`config.mk`:
```
export PLATFORM = sky130hd
export DESIGN_NAME = spindash_mixer
export DESIGN_NICKNAME = d
export VERILOG_FILES = /design/src/rtl/spindash_mixer.sv
export SDC_FILE = /design/constraint.sdc
export NUM_CORES = 2
export LEC_CHECK = 0
export CAP_MARGIN = 20
export CORE_UTILIZATION = 40
export CTS_CLUSTER_DIAMETER = 100
export DETAILED_ROUTE_END_ITERATION = 12
export PLACE_DENSITY = 0.6
export SYNTH_ARGS = -nofsm -noshare
export SYNTH_HDL_FRONTEND = slang
export SYNTH_HIERARCHICAL = 1
export SYNTH_SLANG_ARGS = --single-unit
```
`constraint.sdc`:
```
create_clock -name clk_jt -period 17.55 [get_ports clk_jt]
set_input_delay 4.3875 -clock clk_jt [delete_from_list [all_inputs] [get_ports clk_jt]]
set_output_delay 4.3875 -clock clk_jt [all_outputs]
set_load 0.005 [all_outputs]
```
`src/rtl/spindash_mixer.sv`:
```
// Time-multiplexed stereo mixer: one shared MAC per channel walks the chip snapshot, then shifts and saturates.
// Optional clip counter output enabled by defining SPINDASH_MIXER_CLIP_COUNT_EN.

module spindash_mixer_lane #(
    parameter int IN_W   = 16,
    parameter int GAIN_W = 8,
    parameter int OUT_W  = 18,
    parameter int ACC_W  = 29
) (
    input  logic                     clk_jt,
    input  logic                     rst,
    input  logic                     i_clr,
    input  logic                     i_en,
    input  logic                     i_fin,
    input  logic        [IN_W-1:0]   i_smp,
    input  logic        [GAIN_W-1:0] i_gain,
    output logic signed [OUT_W-1:0]  o_out,
    output logic                     o_sat
);
    localparam logic signed [ACC_W-1:0] SAT_HI = {{(ACC_W-OUT_W+1){1'b0}}, {(OUT_W-1){1'b1}}};
    localparam logic signed [ACC_W-1:0] SAT_LO = {{(ACC_W-OUT_W+1){1'b1}}, {(OUT_W-1){1'b0}}};

    logic signed [ACC_W-1:0]       r_acc;
    logic signed [OUT_W-1:0]       r_out;
    logic signed [IN_W+GAIN_W:0]   w_prod;
    logic signed [ACC_W-1:0]       w_prod_x;
    logic signed [ACC_W-1:0]       w_shr;
    logic                          w_hi;
    logic                          w_lo;
    logic signed [OUT_W-1:0]       w_sat_val;

    // Gain is unsigned: a zero MSB keeps it positive in the signed multiply.
    assign w_prod    = $signed(i_smp) * $signed({1'b0, i_gain});
    assign w_prod_x  = ACC_W'(w_prod);
    assign w_shr     = r_acc >>> (GAIN_W - 1);
    assign w_hi      = w_shr > SAT_HI;
    assign w_lo      = w_shr < SAT_LO;
    assign w_sat_val = w_hi ? SAT_HI[OUT_W-1:0] : (w_lo ? SAT_LO[OUT_W-1:0] : w_shr[OUT_W-1:0]);
    assign o_sat     = w_hi | w_lo;
    assign o_out     = r_out;

    // On a back-to-back sample, fin and clr share an edge: the result reads the old accumulator.
    always_ff @(posedge clk_jt) begin
        if (rst) begin
            r_acc <= '0;
            r_out <= '0;
        end else begin
            if (i_clr)
                r_acc <= '0;
            else if (i_en)
                r_acc <= r_acc + w_prod_x;
            if (i_fin)
                r_out <= w_sat_val;
        end
    end
endmodule

module spindash_mixer #(
    parameter int CHIPS  = 9,
    parameter int IN_W   = 16,
    parameter int GAIN_W = 8,
    parameter int OUT_W  = 18
) (
    input  logic                      clk_jt,
    input  logic                      rst,
    input  logic                      sample_in,
    input  logic [CHIPS*IN_W-1:0]     snd_left_flat,
    input  logic [CHIPS*IN_W-1:0]     snd_right_flat,
    input  logic                      gain_we,
    input  logic [4:0]                gain_addr,
    input  logic [GAIN_W-1:0]         gain_data,
    output logic signed [OUT_W-1:0]   out_left,
    output logic signed [OUT_W-1:0]   out_right,
    output logic                      out_valid,
    output logic                      busy,
    output logic                      overrun
`ifdef SPINDASH_MIXER_CLIP_COUNT_EN
    ,
    output logic [15:0]               clip_count
`endif
);
    localparam int ACC_W = IN_W + GAIN_W + $clog2(CHIPS) + 1;
    localparam int IDX_W = (CHIPS > 1) ? $clog2(CHIPS) : 1;
    localparam logic [GAIN_W-1:0] GAIN_UNITY = {1'b1, {(GAIN_W-1){1'b0}}};

    typedef enum logic [1:0] {S_IDLE, S_ACCUM, S_FINISH} state_t;

    state_t                         r_state, w_state_nxt;
    logic [IDX_W-1:0]               r_idx, w_idx_nxt;
    logic                           r_busy, w_busy_nxt;
    logic                           r_valid;
    logic                           r_overrun;
    logic [CHIPS-1:0][GAIN_W-1:0]   r_gain;
    logic [CHIPS-1:0][GAIN_W-1:0]   r_snap_g;
    logic [CHIPS-1:0][IN_W-1:0]     r_snap_l;
    logic [CHIPS-1:0][IN_W-1:0]     r_snap_r;
    logic                           w_snap;
    logic                           w_en;
    logic                           w_fin;
    logic [1:0][IN_W-1:0]           w_lane_smp;
    logic [GAIN_W-1:0]              w_lane_gain;
    logic [1:0][OUT_W-1:0]          w_lane_out;
    logic [1:0]                     w_lane_sat;

    always_comb begin
        w_state_nxt = r_state;
        w_idx_nxt   = r_idx;
        w_busy_nxt  = r_busy;
        w_snap      = 1'b0;
        w_en        = 1'b0;
        w_fin       = 1'b0;
        case (r_state)
            S_IDLE: begin
                if (sample_in) begin
                    w_snap      = 1'b1;
                    w_idx_nxt   = '0;
                    w_busy_nxt  = 1'b1;
                    w_state_nxt = S_ACCUM;
                end
            end
            S_ACCUM: begin
                w_en = 1'b1;
                if (r_idx == IDX_W'(CHIPS - 1))
                    w_state_nxt = S_FINISH;
                else
                    w_idx_nxt = r_idx + 1'b1;
            end
            S_FINISH: begin
                w_fin       = 1'b1;
                w_busy_nxt  = 1'b0;
                w_state_nxt = S_IDLE;
                // Next sample may land on the result edge so the period can be CHIPS+1.
                if (sample_in) begin
                    w_snap      = 1'b1;
                    w_idx_nxt   = '0;
                    w_busy_nxt  = 1'b1;
                    w_state_nxt = S_ACCUM;
                end
            end
            default: w_state_nxt = S_IDLE;
        endcase
    end

    always_ff @(posedge clk_jt) begin
        if (rst) begin
            r_state   <= S_IDLE;
            r_idx     <= '0;
            r_busy    <= 1'b0;
            r_valid   <= 1'b0;
            r_overrun <= 1'b0;
            r_snap_g  <= '0;
            r_snap_l  <= '0;
            r_snap_r  <= '0;
            for (int i = 0; i < CHIPS; i++)
                r_gain[i] <= GAIN_UNITY;
        end else begin
            r_state <= w_state_nxt;
            r_idx   <= w_idx_nxt;
            r_busy  <= w_busy_nxt;
            r_valid <= w_fin;
            if (sample_in && r_state == S_ACCUM)
                r_overrun <= 1'b1;
            // Snapshot sees the gain file before any write on the same edge.
            if (w_snap) begin
                r_snap_l <= snd_left_flat;
                r_snap_r <= snd_right_flat;
                r_snap_g <= r_gain;
            end
            for (int i = 0; i < CHIPS; i++)
                if (gain_we && gain_addr == 5'(i))
                    r_gain[i] <= gain_data;
        end
    end

    always_comb begin
        w_lane_smp  = '0;
        w_lane_gain = '0;
        for (int i = 0; i < CHIPS; i++) begin
            if (r_idx == IDX_W'(i)) begin
                w_lane_smp[0] = r_snap_l[i];
                w_lane_smp[1] = r_snap_r[i];
                w_lane_gain   = r_snap_g[i];
            end
        end
    end

    for (genvar ch = 0; ch < 2; ch++) begin : g_lane
        logic signed [OUT_W-1:0] w_out;
        spindash_mixer_lane #(
            .IN_W   (IN_W),
            .GAIN_W (GAIN_W),
            .OUT_W  (OUT_W),
            .ACC_W  (ACC_W)
        ) u_lane (
            .clk_jt (clk_jt),
            .rst    (rst),
            .i_clr  (w_snap),
            .i_en   (w_en),
            .i_fin  (w_fin),
            .i_smp  (w_lane_smp[ch]),
            .i_gain (w_lane_gain),
            .o_out  (w_out),
            .o_sat  (w_lane_sat[ch])
        );
        assign w_lane_out[ch] = w_out;
    end

    assign out_left  = w_lane_out[0];
    assign out_right = w_lane_out[1];
    assign out_valid = r_valid;
    assign busy      = r_busy;
    assign overrun   = r_overrun;

`ifdef SPINDASH_MIXER_CLIP_COUNT_EN
    logic [15:0] r_clip;
    always_ff @(posedge clk_jt) begin
        if (rst)
            r_clip <= '0;
        else if (w_fin && (|w_lane_sat) && r_clip != 16'hFFFF)
            r_clip <= r_clip + 16'd1;
    end
    assign clip_count = r_clip;
`endif
endmodule

```
After elaboration in Yosys (flattened, before gate mapping)

Index checks and enable logic that the tools add are counted.

Add/subtract/negate cells: 3
Multiply operators: 2
Div/mod/pow operators: 0
Order comparisons: 4
Equal/unequal tests: 22
Shifts and indexed selects: 0
Mux-type cells: 35
Bitwise gates (word level): 0
Reductions and logical operators: 20

Operator list:

| kind                 | number |
|---|---|
| $mux 32              | 9 |
| $mux 18              | 4 |
| $mux 8               | 9 |
| $add 29x25->29       | 2 |
| $mul 16x9->25        | 2 |
| $gt 22x18->1 const B | 2 |
| $lt 22x18->1 const B | 2 |
| $eq 5x3->1 const B   | 4 |
| $eq 4x3->1 const B   | 4 |
| $eq 5x2->1 const B   | 2 |
| $logic_and 1x1->1    | 10 |
| $eq 4x2->1 const B   | 2 |
| $mux 4               | 2 |
| $pmux 4 s2           | 1 |
| $mux 1               | 6 |
| $ne 2x2->1 const B   | 3 |
| $pmux 2 s3           | 1 |
| $eq 5x1->1 const B   | 1 |
| $eq 5x4->1 const B   | 1 |
| $logic_not 5->1      | 1 |
| $add 4x1->4 const B  | 1 |
| $eq 4x1->1 const B   | 1 |
| $eq 4x4->1 const B   | 1 |
| $logic_not 4->1      | 1 |
| other kinds (10)     | 14 |

Flip-flop bits (word level): 535
Bits in latches: 0
RAM bits: 0
Bits in read-only memories: 0
Output and inout port bits: 39
Memories: 0

Longest topological paths before layout

Depth after elaboration: 12
Depth in mapped cells: 31
Gate-level depth less buffers: 26

By module

The synthesis kept the hierarchy.

Modules (own cells, without submodules):

| module                                 | times used | cells each | area each (µm²) | seq. area each (µm²) |
|---|---|---|---|---|
| spindash_mixer                         | 1          | 2,349      | 18,071.1        | 8,828.5 |
| spindash_mixer_lane (g_lane[0].u_lane) | 1          | 899        | 7,636.1         | 940.9 |
| spindash_mixer_lane (g_lane[1].u_lane) | 1          | 868        | 7,524.7         | 940.9 |

Worst setup path after synthesis

Ideal clock, no wire load.

Path type: reg-to-reg
Start: register r_idx[0]
End: register g_lane[1].u_lane.r_acc[23]
Arrival time: 6.857 ns
Data required time: 17.455 ns
Setup slack: 10.598 ns
Stages on the path, launching flop included: 30
Cells stage by stage: dfxtp_1 -> inv_1 -> ha_1 -> buf_2 -> and3b_1 -> clkbuf_1 -> a21oi_2 -> buf_2 -> o221ai_1 -> o21ai_1 -> clkbuf_1 -> nand2_1 -> fa_1 -> inv_1 -> fa_1 -> inv_1 -> fa_1 -> inv_1 -> fa_1 -> inv_1 -> fa_1 -> inv_1 -> ha_1 -> clkbuf_1 -> nand4_1 -> or4_4 -> a21oi_2 -> nor2_1 -> or4b_1 -> o311ai_1

Word-level cells in the longest chain between the ends: 12
Elaborated cells between the ends (all ways): 29

RTL lines:

| item                     | line | source |
|---|---|---|
| start, declared          | 89   | `logic [IDX_W-1:0] r_idx, w_idx_nxt;` |
| start signal, assigned   | 158  | `r_idx <= w_idx_nxt;` |
| $logic_not 4->1          | 179  | `if (r_idx == IDX_W'(i)) begin` |
| $mux 8 (8 in a row)      | 179  |  |
| $mux 8 *                 | 179  |  |
| named net w_lane_gain[1] | 101  | `logic [GAIN_W-1:0] w_lane_gain;` |
| $mul 16x9->25 *          | 33   | `assign w_prod = $signed(i_smp) * $signed({1'b0, i_gain});` |
| $add 29x25->29 *         | 51   | `r_acc <= r_acc + w_prod_x;` |
| end signal, assigned     | 51   |  |
| end, declared            | 23   | `logic signed [ACC_W-1:0] r_acc;` |

The timed path passes the listed nets; every way through them passes the cells marked *.
A chain may end at the register's enable or synchronous reset.

==> impl_summary.log <==
INFO  metric worst_setup_path_end_kind = flip-flop
INFO  metric clkSlewWorstSetupHoldPaths = about 60 ps
INFO  metric grt_pass1_wl = ~160 mm
INFO  metric final.setup_skew = about 46 ps
INFO  metric cts_htree_levels = 2
INFO  metric grt_most_used_layer = met2
INFO  metric largest_net_degree_at_the_start_of_global_routing = between 200 and 250
INFO  metric placed_cells = approximately 5,300
INFO  metric outcome = finished, final reports clean
INFO  metric drt-pass1-iter-count = 6
INFO  metric cts_resized = 0
INFO  metric max-cap-violations = 0
INFO  metric regArea = around 11,000 um^2
INFO  metric cts.sink_count = around 540
INFO  metric die_width = 290 um
INFO  metric start_util = about 40%
INFO  metric fp.coreArea = between 80,000 and 90,000 um^2
INFO  metric total_number_of_vias = around 29,000
INFO  metric setup-violations-final = 0
INFO  metric antenna_found_initial = 5
INFO  metric final_min_period_over_clock_period = between 40% and 50%
INFO  metric grt_pass1_vias = 28,110
INFO  metric hold_viol = 0
INFO  metric place_hpwl = 74.9 mm
INFO  metric die-height = about 290 um
INFO  metric post_layout_nonfiller_instances = 5,406
INFO  metric cts_buffers = 60
INFO  metric dpl_cell_area = 37,400 um^2
INFO  metric cts.root.buffer_cell = clkbuf_16
INFO  metric antenna_left = 0
INFO  metric rsz0062_at_grt = false
INFO  metric tritoncts = yes
INFO  metric floorplan.die_area = 84,200 um^2
INFO  metric boundaryPins = about 340
INFO  metric maxClockFrequency = roughly 120 MHz
INFO  metric nNetsFinal = 4,982
INFO  metric floorplan.rows = 105
INFO  metric clk_latency = roughly 660 ps
INFO  metric dr.first_iter.drc_count = roughly 2,400
INFO  metric yosys_warnings = 6
INFO  metric p_per_area = ~77 nW/um^2
INFO  metric worst-setup-path-type = reg2reg
INFO  metric grtUsageMet2 = between 30% and 40%
INFO  metric cts_hold_fix_bufs = 0
INFO  metric postLayoutCellArea = slightly below 40,000 um^2
INFO  metric remaining_drc_errors = 0
INFO  metric slew_violations = 0
INFO  metric vias_per_cell = ~5.3
INFO  metric global_route.usage.met3 = 5.31%
INFO  metric period_minus_slack = approximately 8300 ps
INFO  metric drive_gt1_share = under 10%
INFO  metric area_of_combinational_cells_with_multiple_inputs = approximately 20,000 um^2
INFO  metric cp-start-kind = flip-flop
INFO  metric groute.layer.met1.usage = between 30% and 40%
INFO  metric fin_tns_setup = 0 ps
INFO  metric critical_path_peak_fanout = 42
INFO  metric post-cts-setup-buffer-count = 0
INFO  metric ctsLongestPathBuffers = 3
INFO  metric place_congestion = a little under 0.9
INFO  metric port_buffers = ~340
INFO  metric syn_inst = 4,112
INFO  metric hold_path.class = reg2reg
INFO  metric worstPathRequired = 18,070 ps
INFO  metric tot_gr_track_use = between 20% and 30%
INFO  metric worst-endpoint-arrival = between 8000 and 9000 ps
INFO  metric fillerInstances = roughly 8,000
INFO  metric syn_area = around 33,000 um^2
INFO  metric ir_drop_worst_case_vdd = 0.0000749 V
INFO  metric wl_per_cell = around 19 um
INFO  metric static_power_due_to_leakage = ~0.016 uW
INFO  metric routed_wl = between 100 and 150 mm
INFO  metric grt_overflow_total = 0
INFO  metric synth_nets = ~4,800
INFO  metric relSlewSlack = 19.0%
INFO  metric postSynthAreaPerCell = between 8 and 9 um^2
INFO  metric layout-area-overhead-vs-synth = 19.0%
INFO  metric timing_worst_slew_pin_value = around 1200 ps
## power breakdown
group	internal (uW)	switching, uW	leakage [uW]	total [uW]
sequential	1260	29.9	0.00436	1290
clock	794	540	0.00102	1330
combinational	161	259	0.0111	421
## worst max-delay path, cell delays in order (launching register included)
cell and delay, ps:
dfxtp_1 360, inv_1 100, ha_2 180, buf_4 440, nor2b_4 270, buf_4 480, a221o_1 230, a31oi_1 120
o21ai_0 900, nand2_1 180, fa_1 550, inv_1 50, fa_1 490, inv_1 50, fa_1 520, inv_1 50
fa_1 470, inv_1 50, fa_1 470, inv_1 40, ha_1 370, a21oi_1 180, o21ai_0 130, o21ai_0 310
a41oi_1 320, a41oi_1 460, mux2i_1 230, nand4_1 100
## routing by layer
layer / up-vias / share of wire [%]
met5: - / 0.030
met4: 4 / 3.0
met3: 149 / 7.3
met2: 916 / 44
met1: 13733 / 45
li1: 13925 / -
## final timing paths
kind              slack, ps  cells past startpoint                     from                                      end
hold / removal          410                      2  r_gain[68]$_SDFFE_PP0P_                r_snap_g[68]$_SDFFE_PP0P_
setup / recovery       9250                     27    r_idx[0]$_SDFFE_PP0P_  g_lane[1].u_lane/r_acc[28]$_SDFFE_PP0P_
setup reg to reg       9250                     27    r_idx[0]$_SDFFE_PP0P_  g_lane[1].u_lane/r_acc[28]$_SDFFE_PP0P_
hold reg to reg         410                      2  r_gain[68]$_SDFFE_PP0P_                r_snap_g[68]$_SDFFE_PP0P_
## layout make-up
cell class	instances	share of cell area, %
clock buffers	84	4.33
well taps	1070	3.39
clock inverters	20	0.906
repair buffers	397	9.79
flip-flops and latches	535	27.1
diodes	3	0.0190
multi-input cells	2895	50.6
inverters	402	3.84
## cells in the final DEF, fill, tap and decap left out, types with 48 or more instances in the layout
| cell type | count |
|---|---|
| nand3_1 | 66 |
| dfxtp_1 | 533 |
| mux2i_1 | 56 |
| fa_1 | 258 |
| o21ai_0 | 82 |
| nor2_1 | 100 |
| inv_1 | 399 |
| a21oi_1 | 541 |
| nand2b_1 | 82 |
| clkdlybuf4s50_1 | 342 |
| and2_1 | 142 |
| buf_4 | 49 |
| a31oi_1 | 48 |
| ha_1 | 124 |
| nand2_1 | 969 |
| clkbuf_16 | 60 |
## per-stage QoR
stage                     util, %  setup WS, ps  total power [uW]  hold WS [ps]
after floorplan                 -         10600              1550           427
after global placement       45.6          9360              1730           437
after CTS                    48.1          9300              3070           424
after detailed placement     45.6          9320              1730           442
final                        48.1          9250              3050           413
after global routing         48.1          8720              3170           450
## flip-flops by register name, indices dropped and copies added, names as in the netlist
name,count
r_snap_g,72
r_state,2
out_valid,1
g_lane.u_lane/o_out,36
overrun,1
r_gain,72
r_idx,4
r_snap_l,144
g_lane.u_lane/r_acc,58
r_snap_r,144
busy,1
Note: power is estimated with default switching activity, not from simulation.
